$ cat config.mk
export PLATFORM = sky130hd
export DESIGN_NAME = alu_rr_scheduler
export DESIGN_NICKNAME = d
export VERILOG_FILES = /design/src/rtl/alu_sched_pkg.sv /design/src/rtl/alu.sv /design/src/rtl/rr_arbiter.sv /design/src/rtl/alu_rr_scheduler.sv
export SDC_FILE = /design/constraint.sdc
export NUM_CORES = 1
export LEC_CHECK = 0
export CORE_UTILIZATION = 47
export CTS_CLUSTER_DIAMETER = 120
export DETAILED_ROUTE_END_ITERATION = 8
export GPL_ROUTABILITY_DRIVEN = 0
export GPL_TIMING_DRIVEN = 0
export PLACE_DENSITY = 0.91
export SLEW_MARGIN = 40
export SYNTH_ARGS = -nofsm -noshare
export SYNTH_HDL_FRONTEND = slang
export SYNTH_SLANG_ARGS = --single-unit
$ cat constraint.sdc
create_clock -name clk -period 4.75 [get_ports clk]
set_clock_uncertainty 0.2 [all_clocks]
set_input_delay 1.1875 -clock clk [delete_from_list [all_inputs] [get_ports clk]]
set_output_delay 1.1875 -clock clk [all_outputs]
set_load 0.03 [all_outputs]
$ cat src/rtl/alu_sched_pkg.sv
// alu_sched_pkg: shared types and constants for the round-robin ALU scheduler.
package alu_sched_pkg;
  localparam int DATA_W = 8;
  typedef enum logic [2:0] {
    OP_ADD = 3'b000,
    OP_SUB = 3'b001,
    OP_SLL = 3'b010,
    OP_LSR = 3'b011,
    OP_AND = 3'b100,
    OP_OR  = 3'b101,
    OP_XOR = 3'b110,
    OP_EQL = 3'b111
  } alu_op_t;
  typedef enum logic {EMPTY = 1'b0, FULL = 1'b1} sched_state_t;
endpackage

$ cat src/rtl/alu.sv
// alu: 8-bit combinational ALU; shifts use b[2:0], add/sub wrap modulo 2^8.
module alu
  import alu_sched_pkg::*;
(
  input  logic [DATA_W-1:0] a_i,
  input  logic [DATA_W-1:0] b_i,
  input  alu_op_t           op_i,
  output logic [DATA_W-1:0] y_o
);
  always_comb begin
    y_o = '0;
    case (op_i)
      OP_ADD:  y_o = a_i + b_i;
      OP_SUB:  y_o = a_i - b_i;
      OP_SLL:  y_o = a_i << b_i[2:0];
      OP_LSR:  y_o = a_i >> b_i[2:0];
      OP_AND:  y_o = a_i & b_i;
      OP_OR:   y_o = a_i | b_i;
      OP_XOR:  y_o = a_i ^ b_i;
      OP_EQL:  y_o = {{(DATA_W-1){1'b0}}, a_i == b_i};
      default: y_o = '0;
    endcase
  end
endmodule

$ cat src/rtl/rr_arbiter.sv
// rr_arbiter: round-robin grant search starting at ptr_i and wrapping upward.
module rr_arbiter #(
  parameter int NUM_REQ = 4,
  parameter int ID_W    = $clog2(NUM_REQ)
) (
  input  logic [NUM_REQ-1:0] req_i,
  input  logic [ID_W-1:0]    ptr_i,
  input  logic               en_i,
  output logic [NUM_REQ-1:0] gnt_o,
  output logic [ID_W-1:0]    gnt_idx_o
);
  logic            found;
  logic [ID_W-1:0] j;
  always_comb begin
    found     = 1'b0;
    j         = '0;
    gnt_idx_o = '0;
    for (int i = 0; i < NUM_REQ; i++) begin
      j = ID_W'((int'(ptr_i) + i) % NUM_REQ);
      if (!found && req_i[j]) begin
        found     = 1'b1;
        gnt_idx_o = j;
      end
    end
    gnt_o = (en_i && found) ? (NUM_REQ'(1) << gnt_idx_o) : '0;
  end
endmodule

$ cat src/rtl/alu_rr_scheduler.sv
// alu_rr_scheduler: shares one ALU among NUM_REQ requesters with a one-entry result buffer.
// Define ALU_STATS_EN to add saturating op/stall counters.
module alu_rr_scheduler
  import alu_sched_pkg::*;
#(
  parameter int NUM_REQ = 4,
  parameter int ID_W    = $clog2(NUM_REQ)
) (
  input  logic                            clk,
  input  logic                            reset_n,
`ifdef ALU_STATS_EN
  output logic [15:0]                     op_cnt_o,
  output logic [15:0]                     stall_cnt_o,
`endif
  input  logic [NUM_REQ-1:0]              req_valid_i,
  output logic [NUM_REQ-1:0]              req_ready_o,
  input  logic [NUM_REQ-1:0][DATA_W-1:0]  req_a_i,
  input  logic [NUM_REQ-1:0][DATA_W-1:0]  req_b_i,
  input  logic [NUM_REQ-1:0][2:0]         req_op_i,
  output logic                            rsp_valid_o,
  input  logic                            rsp_ready_i,
  output logic [DATA_W-1:0]               rsp_data_o,
  output logic [ID_W-1:0]                 rsp_id_o
);
  sched_state_t       state_q, state_d;
  logic [ID_W-1:0]    ptr_q, ptr_d, id_q, id_d, gnt_idx;
  logic [DATA_W-1:0]  data_q, data_d, alu_y;
  logic [NUM_REQ-1:0] gnt;
  logic               can_accept, gnt_any;
  // reset_n gates acceptance so no handshake completes while reset is held
  assign can_accept  = reset_n & ((state_q == EMPTY) | rsp_ready_i);
  assign gnt_any     = |gnt;
  assign req_ready_o = gnt;
  rr_arbiter #(.NUM_REQ(NUM_REQ), .ID_W(ID_W)) u_arb (
    .req_i     (req_valid_i),
    .ptr_i     (ptr_q),
    .en_i      (can_accept),
    .gnt_o     (gnt),
    .gnt_idx_o (gnt_idx)
  );
  alu u_alu (
    .a_i  (req_a_i[gnt_idx]),
    .b_i  (req_b_i[gnt_idx]),
    .op_i (alu_op_t'(req_op_i[gnt_idx])),
    .y_o  (alu_y)
  );
  always_ff @(posedge clk or negedge reset_n) begin
    if (!reset_n) begin
      state_q <= EMPTY;
      ptr_q   <= '0;
      id_q    <= '0;
      data_q  <= '0;
    end else begin
      state_q <= state_d;
      ptr_q   <= ptr_d;
      id_q    <= id_d;
      data_q  <= data_d;
    end
  end
  always_comb begin
    state_d = gnt_any ? FULL : (rsp_ready_i ? EMPTY : state_q);
    ptr_d   = gnt_any ? ((int'(gnt_idx) == NUM_REQ-1) ? '0 : gnt_idx + 1'b1) : ptr_q;
    id_d    = gnt_any ? gnt_idx : id_q;
    data_d  = gnt_any ? alu_y : data_q;
  end
  always_comb begin
    rsp_valid_o = (state_q == FULL);
    rsp_data_o  = data_q;
    rsp_id_o    = id_q;
  end
`ifdef ALU_STATS_EN
  logic [15:0] op_cnt_q, op_cnt_d, stall_cnt_q, stall_cnt_d;
  always_ff @(posedge clk or negedge reset_n) begin
    if (!reset_n) begin
      op_cnt_q    <= '0;
      stall_cnt_q <= '0;
    end else begin
      op_cnt_q    <= op_cnt_d;
      stall_cnt_q <= stall_cnt_d;
    end
  end
  always_comb begin
    op_cnt_d    = op_cnt_q + 16'((gnt_any && op_cnt_q != '1) ? 1 : 0);
    stall_cnt_d = stall_cnt_q + 16'((rsp_valid_o && !rsp_ready_i && stall_cnt_q != '1) ? 1 : 0);
  end
  assign op_cnt_o    = op_cnt_q;
  assign stall_cnt_o = stall_cnt_q;
`endif
endmodule
==> impl_table.tex, run 1 <==
\begin{tabular}{lr}
\hline
Metric & Value \\
\hline
\multicolumn{2}{l}{\textbf{Timing}} \\
Worst slew pin tran & 0.582 ns \\
Tcrit/Tclk final & 98.7\% \\
Headroom to the max-slew limit & 60.9\% \\
Final number of max-transition violations & 0 \\
Achievable Freq & 213 MHz \\
Total of endpoints with negative setup slack in the final report & 0 \\
Final WS setup & 0.0609 ns \\
Final Hold Vio Count & 0 \\
Shortest clock period the worst path allows after layout & 4.69 ns \\
\multicolumn{2}{l}{\textbf{Logic synthesis}} \\
Mean area per synthesized cell & 8.06 um\^{}2 \\
Cell taking the most area after synthesis & sky130\_fd\_sc\_hd\_\_mux2i\_1 \\
Simple-gate share of the synthesized area & 18.6\% \\
Synth top area cells & sky130\_fd\_sc\_hd\_\_mux2i\_1, sky130\_fd\_sc\_hd\_\_ha\_1, sky130\_fd\_sc\_hd\_\_dfrtp\_1 \\
Multiplexer share of the synthesized area & 26.3\% \\
Post-Synthesis Cell Area & 2900 um\^{}2 \\
EDFF count, synth & 0 \\
Syn\_nets & 473 \\
Synthesis Warnings & 0 \\
Main combinational cell family by area after synthesis & multiplexers \\
Leading register cell type out of synthesis & sky130\_fd\_sc\_hd\_\_dfrtp\_1 \\
Share of the synthesized area in the top cell type & 19.7\% \\
Post-synthesis xor/xnor area fraction & 3.02\% \\
Sequential area share after synthesis & 11.2\% \\
Synthesis-stage register bit count & 13 \\
Unique cell type count in the Yosys netlist & 57 \\
Async S/R FF share, synth & 100\% \\
Area share of fa/ha/maj cells after synthesis & 13.5\% \\
Complex-gate fraction of the synthesized area & 20.2\% \\
Number of instances in the synthesized netlist & 360 \\
\multicolumn{2}{l}{\textbf{Final layout}} \\
Layout Area Growth over Synthesis & 45.7\% \\
Seq. cell area & 325 um\^{}2 \\
Antenna Cells & 0 \\
Commonest cells after routing, fill and taps aside & sky130\_fd\_sc\_hd\_\_clkdlybuf4s50\_1, sky130\_fd\_sc\_hd\_\_mux2i\_1, sky130\_fd\_sc\_hd\_\_nand2\_1 \\
Count of fill cells added during filler insertion & 436 \\
Commonest non-fill, non-tap cell in the layout & sky130\_fd\_sc\_hd\_\_clkdlybuf4s50\_1 \\
Final-stage net count & 583 \\
Final Core Density & 71.4\% \\
Area occupied by multi-input gates & 2470 um\^{}2 \\
Final instance area & 4230 um\^{}2 \\
Ratio of cells with drive above 1 in the final layout & 15.8\% \\
\multicolumn{2}{l}{\textbf{Route}} \\
Total routed wirelength & 9790 um \\
Via count & 3,344 \\
WL per Instance & 18.0 um \\
1st-pass router iterations & 5 \\
Final ANT Viol Nets & 0 \\
Via-per-instance ratio & 6.15 \\
Count of routing violations after the opening detailed-route iteration & 392 \\
Count of unresolved DRC violations after routing & 0 \\
\multicolumn{2}{l}{\textbf{Worst setup path}} \\
Longest individual stage delay on the worst path & 0.39 ns \\
Data arrival time at the worst-slack endpoint & 4.61 ns \\
Critical path required time & 4.67 ns \\
Kind of end point of the critical path & flop \\
Number of buffer and inverter instances along the worst setup path & 4 \\
Worst setup path startpoint & req\_valid\_i[3] \\
Critical path class & in -> reg \\
Peak fanout along the critical path & 11 \\
Sort of element at the start of the critical path & input pin \\
Top cell family by delay on the critical path & compound AO/OA/AOI/OAI gates \\
Series of cell instances along the critical path & dlygate4sd2\_1 > a311oi\_4 > nor2\_4 > buf\_8 > buf\_6 > mux2i\_1 > mux2\_4 > ha\_2 > fa\_2 > inv\_1 > a21oi\_1 > o21ai\_2 > a221oi\_2 > xnor2\_1 > a21oi\_1 > a221o\_1 > o41a\_1 \\
Cell seen most often among critical-path stages & sky130\_fd\_sc\_hd\_\_a21oi\_1 \\
Critical-path cell with the highest stage delay & sky130\_fd\_sc\_hd\_\_o41a\_1 \\
Source of the worst register-to-register timing path & ptr\_q[1] \\
\multicolumn{2}{l}{\textbf{Clock tree}} \\
Clock Latency Late Sink & 0.25 ns \\
Count of H-tree levels built during CTS & 1 \\
CTS root buffer & sky130\_fd\_sc\_hd\_\_clkbuf\_8 \\
Clk buf depth & 2 \\
Total CTS buffers & 3 \\
Clock Pin Slew Worst Setup and Hold Paths & 0.05 ns \\
Clock tree sinks & 13 \\
Cts-stage hold buffer count & 0 \\
CTS tree & done \\
\multicolumn{2}{l}{\textbf{Global routing}} \\
Pin count of the biggest net entering global routing & 21 \\
Via count of the first global-routing pass & 3,275 \\
Global-route usage over all layers & 30.0\% \\
Overflow left after global routing & 0 \\
Initial antenna violation count & 0 \\
First-pass GRT wire length & 15,200 um \\
\multicolumn{2}{l}{\textbf{Place}} \\
Post-DP Area & 3970 um\^{}2 \\
Number of buffer cells added on primary ports & 97 \\
Setup slack after placement & -1.09 ns \\
Detailed-placement wirelength estimate & 7350 um \\
\multicolumn{2}{l}{\textbf{Die}} \\
Number of core rows & 28 \\
I/O pins & 98 \\
Die width & 80.6 um \\
Area of the die & 6490 um\^{}2 \\
Vertical extent of the die & 80.6 um \\
Area of the core & 5920 um\^{}2 \\
Initial Utilization & 49.0\% \\
\multicolumn{2}{l}{\textbf{Run}} \\
Total of max-cap violations & 0 \\
\multicolumn{2}{l}{\textbf{Worst hold path}} \\
Type of the worst min-delay path & reg -> reg \\
Worst min-delay path startpoint & rsp\_id\_o[0] \\
\multicolumn{2}{l}{\textbf{Pwr}} \\
Cell area power density & 665 nW/um\^{}2 \\
Peak supply drop & 0.000404 V \\
Leakage & 1.91 nW \\
\multicolumn{2}{l}{\textbf{Outcome}} \\
Result of the run & finished, final reports clean \\
\hline
\end{tabular}
[layer usage]
layer | wire length [um] | track usage [%] | share of wire [%] | vias to the layer above
met1 | 3640 | 34.5 | 37 | 1527
met3 | 798 | 4.09 | 8.2 | 47
met5 | 0 | 0 | 0 | -
met4 | 453 | 16.3 | 4.6 | 0
li1 | - | - | - | 1527
met2 | 4890 | 53.1 | 50 | 243
[synth_stat cells, drive strengths merged, types with 2 or more instances]
library cell	n
nand3	5
o211ai	2
a311oi	3
nor4	6
nor2	24
clkbuf	8
xnor2	10
a211o	3
ha	28
a21o	4
dfrtp	13
mux2i	57
a221o	2
o22ai	2
inv	26
a21oi	18
o22a	2
nor2b	5
nand2b	8
buf	11
nand4	3
and2	11
a31oi	5
nand2	32
nor3b	3
a221oi	5
nor3	6
or3	5
mux2	15
fa	2
a22oi	3
a211oi	3
o21ai	17
a31o	2
[worst paths after layout]
kind	to	slack (ns)	cells past startpoint
setup / recovery	rsp_data_o[6]	0.06	17
hold / removal	rsp_id_o[0]	0.29	2
setup reg to reg	rsp_data_o[6]	0.71	17
hold reg to reg	rsp_id_o[0]	0.29	2
max in group asynchronous	rsp_data_o[3]	2.88	1
min in group asynchronous	ptr_q[1]	1.10	1
[what timing repair did]
action / in CTS / in global routing
resized for setup: 27 / 29
setup buffers: 3 / 10
endpoints found under the setup margin: 11 / 7
pin swaps: 4 / 5
[where the power goes]
part / internal [mW] / switching (mW)
Sequential: 0.167 / 0.0451
Clock: 0.0592 / 0.0388
Combinational: 1.09 / 1.41
Total: 1.31 / 1.50
[tightest hold or removal path, cell delays in order, from the launching register on]
cell and delay (ns):
sky130_fd_sc_hd__dfrtp_1 0.34, sky130_fd_sc_hd__nand2_1 0.05, sky130_fd_sc_hd__o21ai_0 0.06
[state kept, by name (all words and copies together) (netlist names)]
register,cells
ptr_q,2
rsp_data_o,8
rsp_id_o,2
rsp_valid_o,1
[cell families (layout without fill, tap and decap cells)]
group	count (synthesis)	in the layout
AOI/OAI and AO/OA	82	82
xor gates and xnor gates	10	10
adders and majority gates	30	30
buffers and inverters	45	154
DFF	13	13
muxes	72	72
and+or+nand+nor	108	108
[stage by stage]
stage	TNS, ns	power [mW]	hold slack (ns)	instances
finish	0	2.81	0.291	544
global route	-0.0467	2.99	0.308	544
CTS	-0.221	2.56	0.285	534
detailed placement	-7.10	2.38	0.274	532
global placement	-5.68	2.32	0.263	532
floorplan	0	1.79	0.323	360
[area by class of cell]
type                            instances  share of cell area (%)
Timing Repair Buffer                  110                    24.9
Tap cell                               75                    2.22
Clock buffer                            4                    1.07
Sequential cell                        13                    7.69
Inverter                               26                    2.52
Buffer                                 14                    3.02
Multi-Input combinational cell        302                    58.5
Note: power is estimated with default switching activity, not from simulation.
==> run 2: changes to the inputs <==
--- a/config.mk
+++ b/config.mk
@@ -6,6 +6,7 @@
 export NUM_CORES = 1
 export LEC_CHECK = 0
 export CORE_UTILIZATION = 47
+export CTS_BUF_LIST = sky130_fd_sc_hd__clkbuf_4 sky130_fd_sc_hd__clkbuf_8 sky130_fd_sc_hd__clkbuf_16
 export CTS_CLUSTER_DIAMETER = 120
 export DETAILED_ROUTE_END_ITERATION = 8
 export GPL_ROUTABILITY_DRIVEN = 0
==> run 2 against run 1 <==
Net effect:
- combinational power about the same
- global-route usage increased by 0.29 points
- sequential power about the same
- critical path depth unchanged
- total power increased by 0.20%
- non-clock buffer count unchanged
- worst hold slack got worse by 0.0041 ns
- sequential cell count unchanged
- sequential share of layout area about the same
- die area unchanged
==> impl_table.tex, run 2 (same netlist as run 1, synthesis figures left out) <==
\begin{tabular}{lr}
\hline
Metric & Value \\
\hline
\multicolumn{2}{l}{\textbf{Timing}} \\
Shortest clock period the worst path allows after layout & 4.68 ns \\
Total of endpoints with negative setup slack in the final report & 0 \\
Final Hold Vio Count & 0 \\
Achievable Freq & 214 MHz \\
Worst slew pin tran & 0.598 ns \\
Headroom to the max-slew limit & 59.8\% \\
Tcrit/Tclk final & 98.4\% \\
Final number of max-transition violations & 0 \\
\multicolumn{2}{l}{\textbf{Global routing}} \\
Pin count of the biggest net entering global routing & 21 \\
Overflow left after global routing & 0 \\
Via count of the first global-routing pass & 3,293 \\
First-pass GRT wire length & 15,300 um \\
Initial antenna violation count & 0 \\
Global-route usage over all layers & 30.3\% \\
\multicolumn{2}{l}{\textbf{Worst setup path}} \\
Critical path required time & 4.67 ns \\
Critical path class & in -> reg \\
Peak fanout along the critical path & 11 \\
Kind of end point of the critical path & flop \\
Sort of element at the start of the critical path & input pin \\
Data arrival time at the worst-slack endpoint & 4.60 ns \\
\multicolumn{2}{l}{\textbf{Die}} \\
Number of core rows & 28 \\
Area of the core & 5920 um\^{}2 \\
I/O pins & 98 \\
Initial Utilization & 49.0\% \\
Vertical extent of the die & 80.6 um \\
Area of the die & 6490 um\^{}2 \\
Die width & 80.6 um \\
\multicolumn{2}{l}{\textbf{Route}} \\
Via count & 3,358 \\
Final ANT Viol Nets & 0 \\
1st-pass router iterations & 6 \\
WL per Instance & 18.0 um \\
Count of unresolved DRC violations after routing & 0 \\
Count of routing violations after the opening detailed-route iteration & 392 \\
Total routed wirelength & 9820 um \\
Via-per-instance ratio & 6.17 \\
\multicolumn{2}{l}{\textbf{Clock tree}} \\
Cts-stage hold buffer count & 0 \\
Clock Pin Slew Worst Setup and Hold Paths & 0.05 ns \\
Clock tree sinks & 13 \\
Clk buf depth & 2 \\
CTS tree & done \\
Total CTS buffers & 3 \\
Count of H-tree levels built during CTS & 1 \\
Clock Latency Late Sink & 0.25 ns \\
CTS root buffer & sky130\_fd\_sc\_hd\_\_clkbuf\_8 \\
\multicolumn{2}{l}{\textbf{Pwr}} \\
Cell area power density & 666 nW/um\^{}2 \\
Peak supply drop & 0.000404 V \\
Leakage & 1.91 nW \\
Pwr Total & 2.82 mW \\
\multicolumn{2}{l}{\textbf{Final layout}} \\
Final instance area & 4230 um\^{}2 \\
Layout Area Growth over Synthesis & 45.8\% \\
Commonest non-fill, non-tap cell in the layout & sky130\_fd\_sc\_hd\_\_clkdlybuf4s50\_1 \\
Commonest cells after routing, fill and taps aside & sky130\_fd\_sc\_hd\_\_clkdlybuf4s50\_1, sky130\_fd\_sc\_hd\_\_mux2i\_1, sky130\_fd\_sc\_hd\_\_nand2\_1 \\
Final-stage net count & 583 \\
Ratio of cells with drive above 1 in the final layout & 16.0\% \\
Antenna Cells & 0 \\
Max reg flops & 8 \\
\multicolumn{2}{l}{\textbf{Outcome}} \\
Result of the run & finished, final reports clean \\
\multicolumn{2}{l}{\textbf{Place}} \\
Post-DP Area & 3970 um\^{}2 \\
Detailed-placement wirelength estimate & 7350 um \\
Number of buffer cells added on primary ports & 97 \\
\multicolumn{2}{l}{\textbf{Run}} \\
Total of max-cap violations & 0 \\
\multicolumn{2}{l}{\textbf{Worst hold path}} \\
Type of the worst min-delay path & reg -> reg \\
\hline
\end{tabular}
## run 2: critical path, stage by stage
cell	delay, ns
sky130_fd_sc_hd__dlygate4sd2_1	0.29
sky130_fd_sc_hd__a311oi_4	0.37
sky130_fd_sc_hd__nor2_4	0.08
sky130_fd_sc_hd__buf_8	0.16
sky130_fd_sc_hd__buf_6	0.16
sky130_fd_sc_hd__mux2i_1	0.12
sky130_fd_sc_hd__mux2_4	0.32
sky130_fd_sc_hd__ha_2	0.20
sky130_fd_sc_hd__fa_2	0.36
sky130_fd_sc_hd__inv_1	0.07
sky130_fd_sc_hd__a21oi_1	0.07
sky130_fd_sc_hd__o21ai_2	0.18
sky130_fd_sc_hd__a221oi_2	0.09
sky130_fd_sc_hd__xnor2_1	0.15
sky130_fd_sc_hd__a21oi_1	0.08
sky130_fd_sc_hd__a221o_1	0.31
sky130_fd_sc_hd__o41a_1	0.39
## run 2: where the power goes
part / internal, mW / leakage, nW / switching (mW)
registers: 0.167 / 0.155 / 0.0456
logic: 1.09 / 1.73 / 1.41
clock network: 0.0649 / 0.0262 / 0.0385
total: 1.32 / 1.91 / 1.50
## run 2: repair_timing
action,in CTS,in global routing
gates resized for setup,27,29
setup endpoints to repair,11,7
pin swaps,4,5
setup buffers,3,10
## run 2: final cells by class
type                            count  area (um^2)
Fill cell                         434         1690
Buffer                             14          128
Tap cell                           75         93.8
Clock buffer                        4         48.8
Timing Repair Buffer              110         1050
Inverter                           26          106
Multi-Input combinational cell    302         2470
Sequential cell                    13          325
## run 2: stage by stage
stage	setup WS, ns	util (%)	hold slack [ns]	setup TNS, ns	instances
final	0.0741	71.5	0.287	0	544
after global routing	-0.0464	71.5	0.308	-0.0464	544
after CTS	-0.221	68.8	0.285	-0.221	534
after detailed placement	-1.09	67.0	0.274	-7.10	532
after global placement	-0.937	67.0	0.263	-5.68	532
after floorplan	0.0327	-	0.323	0	360
## run 2: final timing paths
path / start / to / slack [ns] / cells past startpoint
worst max-delay path: req_valid_i[3] / rsp_data_o[6] / 0.07 / 17
worst min-delay path: rsp_id_o[0] / rsp_id_o[0] / 0.29 / 2
worst max register to register: ptr_q[1] / rsp_data_o[6] / 0.72 / 17
worst min register to register: rsp_id_o[0] / rsp_id_o[0] / 0.29 / 2
max in group asynchronous: reset_n / rsp_data_o[3] / 2.88 / 1
min in group asynchronous: reset_n / ptr_q[1] / 1.10 / 1
## run 2: per-layer routing
layer	global-route usage (%)	routed length, um	up-vias
li1	-	-	1529
met1	34.8	3670	1504
met2	52.7	4790	263
met3	4.66	843	62
met4	17.5	516	0
met5	0	0	-
==> run 3: changes to the inputs <==
--- a/config.mk
+++ b/config.mk
@@ -5,6 +5,7 @@
 export SDC_FILE = /design/constraint.sdc
 export NUM_CORES = 1
 export LEC_CHECK = 0
+export CAP_MARGIN = 0
 export CORE_UTILIZATION = 47
 export CTS_BUF_LIST = sky130_fd_sc_hd__clkbuf_4 sky130_fd_sc_hd__clkbuf_8 sky130_fd_sc_hd__clkbuf_16
 export CTS_CLUSTER_DIAMETER = 120
@@ -12,7 +13,7 @@
 export GPL_ROUTABILITY_DRIVEN = 0
 export GPL_TIMING_DRIVEN = 0
 export PLACE_DENSITY = 0.91
-export SLEW_MARGIN = 40
+export SLEW_MARGIN = 10
 export SYNTH_ARGS = -nofsm -noshare
 export SYNTH_HDL_FRONTEND = slang
 export SYNTH_SLANG_ARGS = --single-unit
==> results of run 3 <==
The final DEF is identical to that of run 2; final timing and power are the same.
